===== src/rtl/pc_sel_unit_if.sv =====
`default_nettype none
// ============================================================================
//  Module      : pc_sel_unit_if
//  Description : Next-PC source, branch, exception and vector-fetch signals.
//  Revision    : 1.0 - initial release
// ============================================================================
interface pc_sel_unit_if #(
    parameter int WIDTH = 32,
    parameter int NSRC  = 6,
    parameter int SELW  = 3
) ();
    logic [NSRC*WIDTH-1:0] src_bus;
    logic [SELW-1:0]       pc_src;
    logic                  pc_write;
    logic                  pc_write_cond;
    logic                  zero;
    logic                  br_inv;
    logic                  exc_req;
    logic [1:0]            exc_code;
    logic [7:0]            mem_byte;
    logic [WIDTH-1:0]      pc_out;
    logic [WIDTH-1:0]      epc_out;
    logic [WIDTH-1:0]      vec_addr;
    logic                  vec_rd;
    logic                  busy;
    logic                  sel_err;

    modport master (
        output src_bus, pc_src, pc_write, pc_write_cond, zero, br_inv,
               exc_req, exc_code, mem_byte,
        input  pc_out, epc_out, vec_addr, vec_rd, busy, sel_err
    );

    modport slave (
        input  src_bus, pc_src, pc_write, pc_write_cond, zero, br_inv,
               exc_req, exc_code, mem_byte,
        output pc_out, epc_out, vec_addr, vec_rd, busy, sel_err
    );
endinterface
`default_nettype wire


===== src/rtl/pc_sel_unit.sv =====
`default_nettype none
// ============================================================================
//  Module      : pc_sel_unit
//  Description : PC register with source mux, branch load and exception
//                vector-fetch sequencer.
//  Revision    : 1.0 - initial release
// ============================================================================
module pc_sel_unit #(
    parameter int               WIDTH    = 32,
    parameter int               NSRC     = 6,
    parameter int               SELW     = 3,
    parameter logic [WIDTH-1:0] RESET_PC = '0,
    parameter logic [WIDTH-1:0] VEC_BASE = 253
) (
    input  logic          clk,
    input  logic          reset,
    pc_sel_unit_if.slave  bus
);
    localparam logic [1:0] S_IDLE     = 2'd0;
    localparam logic [1:0] S_EXC_ADDR = 2'd1;
    localparam logic [1:0] S_EXC_WAIT = 2'd2;
    localparam logic [1:0] S_EXC_LOAD = 2'd3;

    logic [1:0]       r_state;
    logic [WIDTH-1:0] r_pc;
    logic [WIDTH-1:0] r_epc;
    logic [1:0]       r_code;
    logic             r_sel_err;

    logic [WIDTH-1:0] w_next_pc;
    logic             w_sel_ok;
    logic             w_taken;
    logic             w_fetch;

    always_comb begin
        w_next_pc = '0;
        for (int k = 0; k < NSRC; k++) begin
            if (bus.pc_src == SELW'(k)) begin
                w_next_pc = bus.src_bus[k*WIDTH +: WIDTH];
            end
        end
    end

    assign w_sel_ok = (int'(bus.pc_src) < NSRC);
    assign w_taken  = bus.pc_write | (bus.pc_write_cond & (bus.zero ^ bus.br_inv));

    always_ff @(posedge clk) begin
        if (reset) begin
            r_state   <= S_IDLE;
            r_pc      <= RESET_PC;
            r_epc     <= '0;
            r_code    <= 2'd0;
            r_sel_err <= 1'b0;
        end else begin
            r_sel_err <= 1'b0;
            case (r_state)
                S_IDLE: begin
                    // An exception wins over any PC load requested in the same cycle
                    if (bus.exc_req) begin
                        r_epc   <= r_pc - WIDTH'(4);
                        r_code  <= (bus.exc_code == 2'd3) ? 2'd0 : bus.exc_code;
                        r_state <= S_EXC_ADDR;
                    end else if (w_taken) begin
                        if (w_sel_ok) begin
                            r_pc <= w_next_pc;
                        end else begin
                            r_sel_err <= 1'b1;
                        end
                    end
                end
                S_EXC_ADDR: r_state <= S_EXC_WAIT;
                S_EXC_WAIT: r_state <= S_EXC_LOAD;
                S_EXC_LOAD: begin
                    r_pc    <= WIDTH'(bus.mem_byte);
                    r_state <= S_IDLE;
                end
                default: r_state <= S_IDLE;
            endcase
        end
    end

    assign w_fetch = (r_state == S_EXC_ADDR) || (r_state == S_EXC_WAIT);

    assign bus.pc_out   = r_pc;
    assign bus.epc_out  = r_epc;
    assign bus.vec_rd   = w_fetch;
    assign bus.vec_addr = w_fetch ? (VEC_BASE + WIDTH'(r_code)) : '0;
    assign bus.busy     = (r_state != S_IDLE);
    assign bus.sel_err  = r_sel_err;
endmodule
`default_nettype wire


===== src/flat_wrapper.sv =====
// flat-port wrapper written by rule: the top's interface ports become plain ports
module pc_sel_unit_flat 
#(
    parameter int               WIDTH    = 32,
    parameter int               NSRC     = 6,
    parameter int               SELW     = 3,
    parameter logic [WIDTH-1:0] RESET_PC = '0,
    parameter logic [WIDTH-1:0] VEC_BASE = 253
)
  (clk, reset, bus_src_bus, bus_pc_src, bus_pc_write, bus_pc_write_cond, bus_zero, bus_br_inv, bus_exc_req, bus_exc_code, bus_mem_byte, bus_pc_out, bus_epc_out, bus_vec_addr, bus_vec_rd, bus_busy, bus_sel_err);
  pc_sel_unit_if #(.WIDTH(WIDTH), .NSRC(NSRC), .SELW(SELW)) bus_i ();
  input  logic clk;
  input  logic reset;
  input wire logic [$bits(bus_i.src_bus)-1:0] bus_src_bus;
  input wire logic [$bits(bus_i.pc_src)-1:0] bus_pc_src;
  input wire logic [$bits(bus_i.pc_write)-1:0] bus_pc_write;
  input wire logic [$bits(bus_i.pc_write_cond)-1:0] bus_pc_write_cond;
  input wire logic [$bits(bus_i.zero)-1:0] bus_zero;
  input wire logic [$bits(bus_i.br_inv)-1:0] bus_br_inv;
  input wire logic [$bits(bus_i.exc_req)-1:0] bus_exc_req;
  input wire logic [$bits(bus_i.exc_code)-1:0] bus_exc_code;
  input wire logic [$bits(bus_i.mem_byte)-1:0] bus_mem_byte;
  output wire logic [$bits(bus_i.pc_out)-1:0] bus_pc_out;
  output wire logic [$bits(bus_i.epc_out)-1:0] bus_epc_out;
  output wire logic [$bits(bus_i.vec_addr)-1:0] bus_vec_addr;
  output wire logic [$bits(bus_i.vec_rd)-1:0] bus_vec_rd;
  output wire logic [$bits(bus_i.busy)-1:0] bus_busy;
  output wire logic [$bits(bus_i.sel_err)-1:0] bus_sel_err;
  assign bus_i.src_bus = bus_src_bus;
  assign bus_i.pc_src = bus_pc_src;
  assign bus_i.pc_write = bus_pc_write;
  assign bus_i.pc_write_cond = bus_pc_write_cond;
  assign bus_i.zero = bus_zero;
  assign bus_i.br_inv = bus_br_inv;
  assign bus_i.exc_req = bus_exc_req;
  assign bus_i.exc_code = bus_exc_code;
  assign bus_i.mem_byte = bus_mem_byte;
  assign bus_pc_out = bus_i.pc_out;
  assign bus_epc_out = bus_i.epc_out;
  assign bus_vec_addr = bus_i.vec_addr;
  assign bus_vec_rd = bus_i.vec_rd;
  assign bus_busy = bus_i.busy;
  assign bus_sel_err = bus_i.sel_err;
  pc_sel_unit #(.WIDTH(WIDTH), .NSRC(NSRC), .SELW(SELW), .RESET_PC(RESET_PC), .VEC_BASE(VEC_BASE)) u_core (.clk(clk), .reset(reset), .bus(bus_i));
endmodule

===== config.mk =====
export PLATFORM = sky130hd
export DESIGN_NAME = pc_sel_unit_flat
export DESIGN_NICKNAME = d
export VERILOG_FILES = /design/src/rtl/pc_sel_unit_if.sv /design/src/rtl/pc_sel_unit.sv /design/src/flat_wrapper.sv
export SDC_FILE = /design/constraint.sdc
export NUM_CORES = 1
export LEC_CHECK = 0
export ABC_AREA = 0
export CORE_UTILIZATION = 34
export DETAILED_ROUTE_END_ITERATION = 8
export GPL_ROUTABILITY_DRIVEN = 0
export MAX_ROUTING_LAYER = met4
export PLACE_DENSITY = 0.87
export SLEW_MARGIN = 20
export SYNTH_ARGS = -nofsm -noshare
export SYNTH_HDL_FRONTEND = slang
export SYNTH_SLANG_ARGS = --single-unit
export TNS_END_PERCENT = 5

===== constraint.sdc =====
create_clock -name clk -period 2.1 [get_ports clk]
set_clock_uncertainty 0.1 [all_clocks]
set_input_delay 0.21 -clock clk [delete_from_list [all_inputs] [get_ports clk]]
set_output_delay 0.21 -clock clk [all_outputs]
set_load 0.05 [all_outputs]

# Yosys cells after proc, flatten, opt, wreduce, memory -nomap -nowiden
# Cells that the tools add are included.
op_classes:
  order_cmp: 1
  n_reduce_logical: 8
  bitwise_logic: 5
  n_mux: 15
  n_eq_ne: 13
  add_sub_neg: 2
ops:
  columns: ["cell", "n"]
  rows:
  - ["32-bit 2-to-1 mux", 10]
  - ["32-bit one-hot mux with 2 select lines", 1]
  - ["32-bit by 3-bit subtractor with 32-bit output, second input constant", 1]
  - ["8-bit by 2-bit adder with 9-bit output, first input constant", 1]
  - ["2-bit one-hot mux with 4 select lines", 1]
  - ["2-bit == test, second input constant", 3]
  - ["3-bit by 2-bit == test with 1-bit output, second input constant", 2]
  - ["3-bit == test, second input constant", 2]
  - ["2-bit 2-to-1 mux", 2]
  - ["2-bit by 1-bit inequality test with 1-bit output, second input constant", 2]
  - ["2-bit inequality test, second input constant", 2]
  - ["4-bit AND reduction", 1]
  - ["2-bit nonzero test", 2]
  - ["4-bit OR reduction", 1]
  - ["3-bit by 1-bit == test with 1-bit output, second input constant", 1]
  - ["3-bit zero test", 1]
  - ["3-bit less-than comparator, second input constant", 1]
  - ["2-bit by 1-bit == test with 1-bit output, second input constant", 1]
  - ["2-bit zero test", 1]
  - ["1-bit inverter", 2]
  - ["2-bit AND reduction", 1]
  - ["1-bit AND", 1]
  - ["1-bit logical OR", 1]
  - ["1-bit 2-to-1 mux", 1]
  - ["2 further kinds", 2]
totals:
  output_inout_bits: 99
  input_bits: 212
  regBits: 69
  word_cells: 49

# Depth between registers and ports, before layout
# Gate-level depths: netlist of run 1.
logic_depth:
  word_depth: 11
  depth_mapped: 8
  mapped_depth_nobuf: 6

# Least setup slack after synthesis of run 1
# OpenSTA, ideal clock, no wires.
synth_timing:
  kind: "register to output"
  startpoint: "register u_core.r_state[1]"
  endpoint: "output bus_vec_addr[3]"
  path_stages_with_launch: 5
  n_path_buf: 1
  required_time_ns: 1.790
  path_slack_ns: -0.499
  arrival_time_ns: 2.289
  cell_sequence: "dfxtp_1 > inv_1 > ha_1 > nor2b_1 > buf_4"
synth_between:
  elab_chain_len: 3
  word_cells_on_any_way: 4
  cone_classes: "eq/ne (2); mux (1); reduce/logical (1)"
synth_rtl:
  columns: ["element", "line", "text"]
  rows:
  - ["start: declaration", "pc_sel_unit.sv:24", "logic [1:0] r_state;"]
  - ["start signal: assignment", "pc_sel_unit.sv:49", "r_state <= S_IDLE;"]
  - ["start signal: assignment", "pc_sel_unit.sv:62", "r_state <= S_EXC_ADDR;"]
  - ["start signal: assignment", "pc_sel_unit.sv:71", "S_EXC_ADDR: r_state <= S_EXC_WAIT;"]
  - ["2-bit by 1-bit == test with 1-bit output / 2-bit == test (equally long branches)", "pc_sel_unit.sv:82", "assign w_fetch = (r_state == S_EXC_ADDR) || (r_state == S_EXC_WAIT);"]
  - ["1-bit logical OR (*)", "pc_sel_unit.sv:82", null]
  - ["named net bus_vec_rd", "flat_wrapper.sv:26", "output wire logic [$bits(bus_i.vec_rd)-1:0] bus_vec_rd;"]
  - ["32-bit 2-to-1 mux (*)", "pc_sel_unit.sv:87", "assign bus.vec_addr = w_fetch ? (VEC_BASE + WIDTH'(r_code)) : '0;"]
  - ["end: declaration", "flat_wrapper.sv:25", "output wire logic [$bits(bus_i.vec_addr)-1:0] bus_vec_addr;"]
# The timed path passes the listed nets; every way through them passes the cells marked *.

# Final worst setup path of run 1
layout_timing:
  startpoint: "register u_core.r_pc[22] (netlist: u_core.bus.pc_out[22])"
  endpoint: "output bus_pc_out[22]"
layout_lines:
  columns: ["element", "line", "text"]
  rows:
  - ["start: declaration", "pc_sel_unit.sv:25", "logic [WIDTH-1:0] r_pc;"]
  - ["start signal: assignment", "pc_sel_unit.sv:65", "r_pc <= w_next_pc;"]
  - ["start signal: assignment", "pc_sel_unit.sv:74", "r_pc <= WIDTH'(bus.mem_byte);"]
  - ["end: declaration", "flat_wrapper.sv:23", "output wire logic [$bits(bus_i.pc_out)-1:0] bus_pc_out;"]
# No word-level cell between the ends.

==> results.txt, run 1 <==
Final setup vio count: 0
Die area: 14600 um^2
TritonCTS clock tree: yes
CP peak stage delay: 0.87 ns
Die extent in x: 121 um
Antenna cells: 0
Final wirelength: 17900 um
Fin crit share: 97.4%
Synth top area cells: dfxtp_1 (29%), mux4_2 (11%), mux2i_1 (10%)
Initial Utilization: 34.8%
Pin count of the biggest net entering global routing: 36
Die height: 121 um
Sequential-to-total area share from yosys stat: 28.7%
Commonest non-fill, non-tap cells in the layout: clkdlybuf4s50_1 (268), buf_4 (69), dfxtp_1 (64), mux2i_1 (49), inv_1 (33)
Vias in the first global route: 5315
Unique masters post-synth: 51
CP top delay family: buffers and inverters
Final Util: 61.6%
Peak supply drop: 760 uV
Final min period: 2.04 ns
Mapped Cells: 536
Commonest non-fill, non-tap cell in the layout: clkdlybuf4s50_1
Crit path buf inv count: 1
Site Rows: 43
Cell Pwr Density: 1100 nW/um^2
Initial antenna violation count: 0
Final Non-Filler Cells: 1027
Crit-path max FO: 7
Status: complete, no violations
Fmax: 489 MHz
Total GRT Usage: 24.6%
Asr flop ratio synth: 0%
Final Max Tran Viols: 0
Final Hold Viols: 0
Dpl cells: 1009
Avg Vias per Cell: 5.31
Crit path DAT: 1.73 ns
Highest routed layer: met4
Fin Hold WS: 0.352 ns
Clk Latency, worst-skew pair: 0.33 ns
H-tree levels: 3
FF+latch count, synth: 69
# IOs: 311
Synth Flop Type: dfxtp_1
Worst slew margin: 62.7%
Met3 wire len: 1120 um
Tightest Hold Check Type: flip-flop to flip-flop
Yosys warning count: 0
Critical path's slowest cell: clkdlybuf4s50_1
Leakage power total: 0.00355 uW
Mapped Area: 4820 um^2
CP Data Required Time: 1.79 ns
Core area: 13800 um^2
Met1 WL: 7530 um
Synth area leader: dfxtp_1
Setup repair after global routing missed its margin: yes
Metal2 WL: 8830 um
Number of flops mapped to enable cells by yosys: 0
Clock buffer count from CTS: 9
Clock transition at path regs: 0.06 ns
First-pass GRT wire length: 27000 um
DR iter-0 viols: 327
Crit path cell chain: clkdlybuf4s50_1
Post-DR wirelength/cell: 17.4 um
Vias: 5458
IO buf count: 287
Grt total ovfl: 0
Share of Yosys cell area claimed by the top area cell type: 28.7%
Worst setup EP type: output port
CTS root buffer: clkbuf_16
Share of layout cells above drive strength 1: 16.6%
Critical path class: flip-flop to output port
# hold bufs at CTS: 0
Final net count: 1059
Tot Pwr: 9370 uW
Final setup margin: 0.0552 ns
CP Launch Type: flip-flop
Post-detail-place hpwl: 14700 um
Clock sinks: 69
DP Worst Slack: -0.0322 ns
Syn Area/Cell: 8.98 um^2
# Max-Cap Violations: 0
# DRC: 0
Max clock buf depth: 2
Post-route ant nets: 0
Layout area overhead: 76.9%
R2R setup slack: 0.07 ns
TritonRoute pass-1 iters: 7
Worst-margin pin slew: 0.558 ns
-- per-stage QoR --
step                      cell area [um^2]   TNS, ns
after floorplan                       4910     -2.53
after global routing                  8520    -0.144
after CTS                             8480         0
after detailed placement              8170   -0.0528
after global placement                8170  -0.00289
final                                 8520         0
-- report_power, final --
| part | total, uW | switching [uW] | leakage [uW] | internal (uW) |
|---|---|---|---|---|
| Sequential | 1870 | 239 | 0.000568 | 1630 |
| Clock | 1550 | 560 | 0.000150 | 985 |
| Combinational | 5950 | 3390 | 0.00283 | 2560 |
-- area by class of cell --
| cell class | count | area, um^2 |
|---|---|---|
| tap | 180 | 225 |
| inverter | 33 | 124 |
| clock inverter | 3 | 43.8 |
| timing repair buffer | 350 | 3450 |
| multi-input combinational | 379 | 3020 |
| clock buffer | 13 | 260 |
| fill | 1111 | 5310 |
| sequential | 69 | 1390 |
-- cells in the mapped netlist (8+ instances only) --
| cell type | n |
|---|---|
| nor3_1 | 15 |
| nand2_1 | 14 |
| o22ai_1 | 32 |
| o2111ai_1 | 8 |
| buf_2 | 10 |
| or4_1 | 11 |
| nor2_1 | 26 |
| a31oi_1 | 15 |
| clkbuf_1 | 35 |
| nor2b_1 | 10 |
| dfxtp_1 | 69 |
| mux2i_1 | 49 |
| a22o_1 | 23 |
| buf_4 | 28 |
| mux4_2 | 24 |
| a21oi_1 | 12 |
| o21ai_0 | 29 |
| o31ai_1 | 8 |
| o41ai_1 | 11 |
| inv_1 | 33 |
-- cells by family (layout without fill, tap and decap cells) --
| kind of cell | count (synthesis) | after routing | synth area share [%] |
|---|---|---|---|
| AOI/OAI and AO/OA | 150 | 150 | 21.3 |
| xor gates and xnor gates | 10 | 10 | 1.82 |
| adders and majority gates | 5 | 5 | 1.30 |
| buffers and inverters | 110 | 399 | 11.2 |
| DFF | 69 | 69 | 28.7 |
| muxes | 73 | 73 | 21.4 |
| other | 1 | 23 | 0.0779 |
| and+or+nand+nor | 118 | 118 | 14.2 |
-- tightest hold or removal path, delay by kind of cell, from the launching register on --
kind	cells	cell delay, ns
AO/OA/AOI/OAI	1	0.05
flip-flops	1	0.31
AND/OR/NAND/NOR	1	0.05
-- state kept, by name, summed over array words and instances, names as in the netlist --
signal and count:
u_core.bus.epc_out 32, u_core.bus.pc_out 32, u_core.r_code 2, u_core.r_state 2
u_core.bus.sel_err 1
-- worst paths after layout --
path / from / to / depth (start not counted)
setup / recovery: u_core.bus.pc_out[22] / bus_pc_out[22] / 1
hold / removal: u_core.r_code[1] / u_core.r_code[1] / 2
setup reg to reg: u_core.bus.pc_out[16] / u_core.bus.epc_out[21] / 5
hold reg to reg: u_core.r_code[1] / u_core.r_code[1] / 2
-- metal layers --
metal  track usage, %  vias up
li1                 -     2615
met3             4.32       42
met1             29.9     2562
met5                -        -
met4             10.1        0
met2             40.4      239
-- timing repair --
action                                  in CTS  in global routing
gates resized for setup                      0                  7
endpoints found under the setup margin       4                 11
setup buffers                                1                  1
endpoints found under the hold margin        0                  0
pin swaps                                    1                 10
No activity file was read; power rests on OpenSTA's default activity.
==> run 2, diff against run 1 <==
--- a/config.mk
+++ b/config.mk
@@ -6,11 +6,13 @@
 export NUM_CORES = 1
 export LEC_CHECK = 0
 export ABC_AREA = 0
-export CORE_UTILIZATION = 34
+export CORE_AREA = 2 2 121 123
 export DETAILED_ROUTE_END_ITERATION = 8
+export DIE_AREA = 0 0 123 125
+export DONT_BUFFER_PORTS = 1
 export GPL_ROUTABILITY_DRIVEN = 0
 export MAX_ROUTING_LAYER = met4
-export PLACE_DENSITY = 0.87
+export PLACE_DENSITY = 0.58
 export SLEW_MARGIN = 20
 export SYNTH_ARGS = -nofsm -noshare
 export SYNTH_HDL_FRONTEND = slang
==> run 2 against run 1 <==
The run now ends with hold timing left; final area shrank 32%; first-iteration DRC count rose by 3.7%; cell count shrank 26%; power is 15% lower; wire length down 14%; critical path depth grew 3; via count decreased by 19%; sequential share of layout area rose by 7.8 points; global-route usage is 4.5 points lower; clock-buffer cell count did not move.
==> results.txt, run 2 (synthesized netlist as in run 1, its figures left out) <==
Final min period: 2.05 ns (+0.00321 ns)
Initial antenna violation count: 0 (unchanged)
Final Instance Area: 5750 um^2 (-32%)
TritonCTS clock tree: yes
Final net count: 794 (-25%)
TritonRoute pass-1 iters: 5 (-2)
Crit path buf inv count: 0 (-1)
H-tree levels: 3 (unchanged)
Post-route ant nets: 0 (unchanged)
Final Hold Viols: 1 (+1)
Clock buffer count from CTS: 9 (unchanged)
Post-DR wirelength/cell: 20.2 um (+16%)
Final setup vio count: 0 (unchanged)
# Max-Cap Violations: 0 (unchanged)
Cell Pwr Density: 1380 nW/um^2 (+26%)
CP peak stage delay: 0.55 ns (-0.32 ns)
Post-detail-place hpwl: 12700 um (-13%)
Max clock buf depth: 2 (unchanged)
Final Max Tran Viols: 0 (unchanged)
Commonest non-fill, non-tap cell in the layout: buf_4
Hold Path Stages: 2 (unchanged)
Crit path cell chain: or4_4, or4_1, or4_1, a31oi_1
Violated checks: hold timing
CTS root buffer: clkbuf_16
Worst reg2reg endpoint: u_core.bus.epc_out[23]
IO buf count: 0 (-100%)
Layout area overhead: 19.5%
Post-Place Cell Area: 5340 um^2 (-35%)
Peak supply drop: 742 uV (-2.4%)
Die area: 15400 um^2 (+5.0%)
CP Data Required Time: 2.25 ns (+0.46 ns)
Hold_sp: bus_pc_src[1]
Worst slew margin: 45.2% (-17 points)
DR iter-0 viols: 339 (+3.7%)
Tightest Hold Check Type: primary input to flip-flop
# IOs: 311 (unchanged)
Most used cell, CP: or4_1
Worst setup EP type: flip-flop
Pin count of the biggest net entering global routing: 73 (+100%)
Vias: 4403 (-19%)
Fin Hold WS: -0.00472 ns (-0.357 ns)
Commonest non-fill, non-tap cells in the layout: buf_4 (73), dfxtp_1 (64), mux2i_1 (49), inv_1 (33), o22ai_1 (32)
Crit path DAT: 2.20 ns (+0.47 ns)
Clk Latency, worst-skew pair: 0.33 ns (about the same)
Initial Utilization: 33.9% (-0.92 points)
# DRC: 0 (unchanged)
Status: finished, violations left
Critical path's slowest cell: or4_4
Worst-margin pin slew: 0.819 ns (+0.261 ns)
Site Rows: 44 (+2.3%)
Avg Vias per Cell: 5.76 (+8.3%)
Grt total ovfl: 0 (unchanged)
Share of layout cells above drive strength 1: 23.2% (+6.6 points)
Leakage power total: 0.00248 uW (-30%)
Clock transition at path regs: 0.05 ns (about the same)
Setup repair after global routing missed its margin: yes
CP top delay family: simple AND/OR/NAND/NOR gates
R2R setup slack: 0.05 ns (-0.02 ns)
Worst hold endpoint: u_core.bus.sel_err
Total GRT Usage: 20.2% (-4.5 points)
Core area: 14200 um^2 (+2.7%)
Die extent in x: 123 um (+1.6%)
Vias in the first global route: 4273 (-20%)
Worst r2r path cells: 4 (-1)
Critical path class: flip-flop to flip-flop
Fmax: 488 MHz (-0.16%)
Fin crit share: 97.5% (+0.15 points)
Antenna cells: 0 (unchanged)
Clock sinks: 69 (unchanged)
Setup TNS: 0 ns (unchanged)
First-pass GRT wire length: 23400 um (-13%)
Critical R2R Launch: u_core.bus.pc_out[16]
Final wirelength: 15500 um (-14%)
DP Worst Slack: 0.000525 ns (+0.0327 ns)
Crit-path max FO: 5 (-2)
CP Launch Type: flip-flop
Final setup margin: 0.0520 ns (-0.00321 ns)
Final Util: 40.5% (-21 points)
Die height: 125 um (+3.3%)
[run 2: how the worst max path moves through the flow]
stage | slack, ns | to | startpoint | depth (start not counted)
floorplan | -0.20 | u_core.bus.epc_out[23] | u_core.bus.pc_out[16] | 6
global placement | 0.02 | u_core.bus.epc_out[23] | u_core.bus.pc_out[16] | 4
detailed placement | 0.0005 | u_core.bus.epc_out[23] | u_core.bus.pc_out[16] | 4
CTS | 0.02 | u_core.bus.epc_out[23] | u_core.bus.pc_out[16] | 4
global route | -0.009 | u_core.bus.epc_out[19] | u_core.bus.pc_out[11] | 7
finish | 0.05 | u_core.bus.epc_out[23] | u_core.bus.pc_out[16] | 4
[run 2: area by class of cell]
type,count,area [um^2]
fillers,1405,8450
multi-input cells,379,3030
flip-flops and latches,69,1390
repair buffers,85,697
clock buffers,13,250
well taps,184,230
inverters,33,124
clock inverters,2,35.0
[run 2: power breakdown]
part	internal (uW)	total, uW	switching, uW
combinational	1510	4160	2650
clock	942	1450	503
sequential	1630	2350	715
total	4090	7950	3870
[run 2: layer usage]
metal	wire length, um	global-route usage [%]	part of all wire (%)
met5	0	-	0
met2	7380	31.8	48
met4	495	8.69	3.2
met1	6350	25.1	41
met3	1260	3.74	8.1
[run 2: timing repair]
action | in CTS | in global routing
hold endpoints to repair | 23 | 0
hold buffers | 9 | 0
setup endpoints to repair | 2 | 10
cloned | 0 | 0
setup buffers | 0 | 1
pin swaps | 0 | 5
resized for setup | 1 | 7
[run 2: stage by stage]
step	power, uW	std cells
after CTS	7950	764
final	7950	765
after detailed placement	6450	740
after global placement	6390	740
after floorplan	5450	558
after global routing	8410	765
==> run 3, diff against run 2 <==
--- a/config.mk
+++ b/config.mk
@@ -12,7 +12,7 @@
 export DONT_BUFFER_PORTS = 1
 export GPL_ROUTABILITY_DRIVEN = 0
 export MAX_ROUTING_LAYER = met4
-export PLACE_DENSITY = 0.58
+export PLACE_DENSITY = 0.56
 export SLEW_MARGIN = 20
 export SYNTH_ARGS = -nofsm -noshare
 export SYNTH_HDL_FRONTEND = slang
==> constraint.sdc (replaced) <==
create_clock -name clk -period 2 [get_ports clk]
set_clock_uncertainty 0.1 [all_clocks]
set_input_delay 0.2 -clock clk [delete_from_list [all_inputs] [get_ports clk]]
set_output_delay 0.2 -clock clk [all_outputs]
set_load 0.05 [all_outputs]
==> run 3 against run 2 <==
The run ends with setup timing left; sequential cell count did not move; clock-buffer cell count down 1; die area did not move; critical path depth is 2 higher; non-clock buffer count grew 20; critical path type unchanged; global-route usage increased by 0.30 points; hold slack improved by 0.038 ns; setup slack lost 0.066 ns; sequential share of layout area is 0.93 points lower; combinational power increased by 18%.
==> results.txt, run 3 (synthesized netlist as in run 1, its figures left out) <==
Share of layout cells above drive strength 1: 27.7% (+4.5 points)
# DRC: 0 (unchanged)
Crit path from: u_core.bus.pc_out[2]
Register area: 1390 um^2 (+0.27%)
Worst r2r path cells: 6 (+2)
Post-detail-place hpwl: 12900 um (+1.4%)
Busiest grt layer: met2
# fillers: 1430 (+1.8%)
Fin crit share: 101% (+3.2 points)
Die area: 15400 um^2 (unchanged)
Worst slew margin: 43.0% (-2.3 points)
Final Non-Filler Cells: 786 (+2.7%)
Max clock buf depth: 2 (unchanged)
Core area: 14200 um^2 (unchanged)
Antenna cells: 0 (unchanged)
TritonRoute pass-1 iters: 5 (unchanged)
First-pass GRT wire length: 23700 um (+1.3%)
TritonCTS clock tree: yes
Vias in the first global route: 4307 (+0.80%)
Commonest non-fill, non-tap cells in the layout: buf_4 (89), dfxtp_1 (61), mux2i_1 (49), inv_1 (33), o22ai_1 (32)
H-tree levels: 3 (unchanged)
Initial antenna violation count: 0 (unchanged)
Switching Share: 48.0% (-0.55 points)
Comb power frac: 56.0% (+3.7 points)
Worst-margin pin slew: 0.853 ns (+0.0339 ns)
# Max-Cap Violations: 0 (unchanged)
Initial Utilization: 33.9% (unchanged)
Fmax: 496 MHz (+1.7%)
Violated checks: setup timing
Peak supply drop: 832 uV (+12%)
Crit-path max FO: 5 (unchanged)
CP Launch Type: flip-flop
Setup TNS: -0.0269 ns (-0.0269 ns)
Final Max Tran Viols: 0 (unchanged)
Dpl cells: 757 (+2.3%)
Tightest Hold Check Type: primary input to flip-flop
Final wirelength: 15900 um (+2.9%)
IO buf count: 0 (unchanged)
Worst reg2reg endpoint: u_core.bus.epc_out[25]
Post-DR wirelength/cell: 20.3 um (+0.12%)
Setup repair after global routing missed its margin: yes
Status: finished, violations left
Grt total ovfl: 0 (unchanged)
Sw Pwr: 4200 uW (+8.7%)
Pin count of the biggest net entering global routing: 73 (unchanged)
Met3 usage: 4.15% (+0.41 points)
DR iter-0 viols: 221 (-35%)
Clock transition at path regs: 0.05 ns (about the same)
Leakage power total: 0.00261 uW (+5.0%)
P_int: 4550 uW (+11%)
Final setup vio count: 3 (+3)
Final min period: 2.01 ns (-0.0339 ns)
Crit path DAT: 2.17 ns (-0.03 ns)
Clk Latency, worst-skew pair: 0.33 ns (about the same)
Final net count: 814 (+2.5%)
Site Rows: 44 (unchanged)
Final Util: 42.3% (+1.7 points)
GR Util met2: 32.0% (+0.19 points)
R2R setup slack: -0.01 ns (-0.07 ns)
# IOs: 311 (unchanged)
CTS root buffer: clkbuf_16
Clock sinks: 69 (unchanged)
M1 GR Usage: 26.2% (+1.1 points)
Vias: 4427 (+0.55%)
Worst setup endpoint: u_core.bus.epc_out[25]
CP Data Required Time: 2.16 ns (-0.09 ns)
Critical R2R Launch: u_core.bus.pc_out[2]
Die extent in x: 123 um (unchanged)
Commonest non-fill, non-tap cell in the layout: buf_4
Avg Vias per Cell: 5.63 (-2.1%)
Multi-input logic area: 3100 um^2 (+2.2%)
Worst setup EP type: flip-flop
Total GRT Usage: 20.5% (+0.30 points)
Final setup margin: -0.0141 ns (-0.0661 ns)
Post-route ant nets: 0 (unchanged)
Critical path class: flip-flop to flip-flop
Final Hold Viols: 0 (-1)
Clock Power Share: 17.9% (-0.3 points)
Clock buffer count from CTS: 9 (unchanged)
DP Worst Slack: -0.0970 ns (-0.0976 ns)
Seq pwr share: 26.1% (-3.4 points)
Cell Pwr Density: 1460 nW/um^2 (+5.4%)
Die height: 125 um (unchanged)
Fin Hold WS: 0.0336 ns (+0.0383 ns)
Layout area overhead: 24.6%
-- run 3: metal layers --
| layer | wire length, um | vias to the layer above |
|---|---|---|
| met5 | 0 | - |
| met2 | 7720 | 211 |
| met3 | 1170 | 31 |
| met1 | 6630 | 2070 |
| li1 | - | 2115 |
| met4 | 414 | 0 |
-- run 3: worst min-delay path by stage --
stage / from / end / slack (ns) / cells past startpoint
CTS: bus_mem_byte[4] / u_core.bus.pc_out[4] / 0.03 / 2
global route: bus_mem_byte[2] / u_core.bus.pc_out[2] / 0.02 / 2
floorplan: bus_exc_code[1] / u_core.r_code[1] / 0.26 / 2
detailed placement: reset / u_core.bus.epc_out[0] / 0.17 / 1
global placement: reset / u_core.bus.epc_out[0] / 0.17 / 1
finish: bus_mem_byte[2] / u_core.bus.pc_out[2] / 0.03 / 2
-- run 3: power groups by stage --
stage	clock network, uW	logic, uW	registers [uW]
finish	1570	4900	2290
global route	1650	5240	2330
CTS	1590	4830	2280
detailed placement	0	4730	2300
global placement	0	4680	2280
floorplan	0	2750	3000
-- run 3: what timing repair did --
| action | in CTS | in global routing |
|---|---|---|
| gates cloned | 0 | 0 |
| setup buffers | 1 | 0 |
| endpoints found under the setup margin | 10 | 22 |
| hold buffers | 12 | 0 |
| gates resized for setup | 6 | 17 |
| pin swaps | 4 | 8 |
| hold endpoints to repair | 23 | 0 |
-- run 3: layout make-up --
| type | instances | area share [%] |
|---|---|---|
| clock buffers | 12 | 4.11 |
| flip-flops and latches | 69 | 23.2 |
| clock inverters | 4 | 0.792 |
| multi-input cells | 379 | 51.6 |
| repair buffers | 105 | 14.4 |
| well taps | 184 | 3.84 |
| inverters | 33 | 2.06 |
-- run 3: worst max-delay path, cell delays in order, from the launching register on --
cell and delay [ns]:
dfxtp_2 0.33, nor4_2 0.37, nand4_1 0.13, buf_4 0.19, buf_4 0.15, or4b_4 0.53
a31oi_4 0.14
-- run 3: stage by stage --
step | power, uW | area (um^2)
floorplan | 5750 | 4920
global placement | 6960 | 5480
detailed placement | 7030 | 5480
CTS | 8700 | 5940
global route | 9220 | 6000
finish | 8750 | 6000
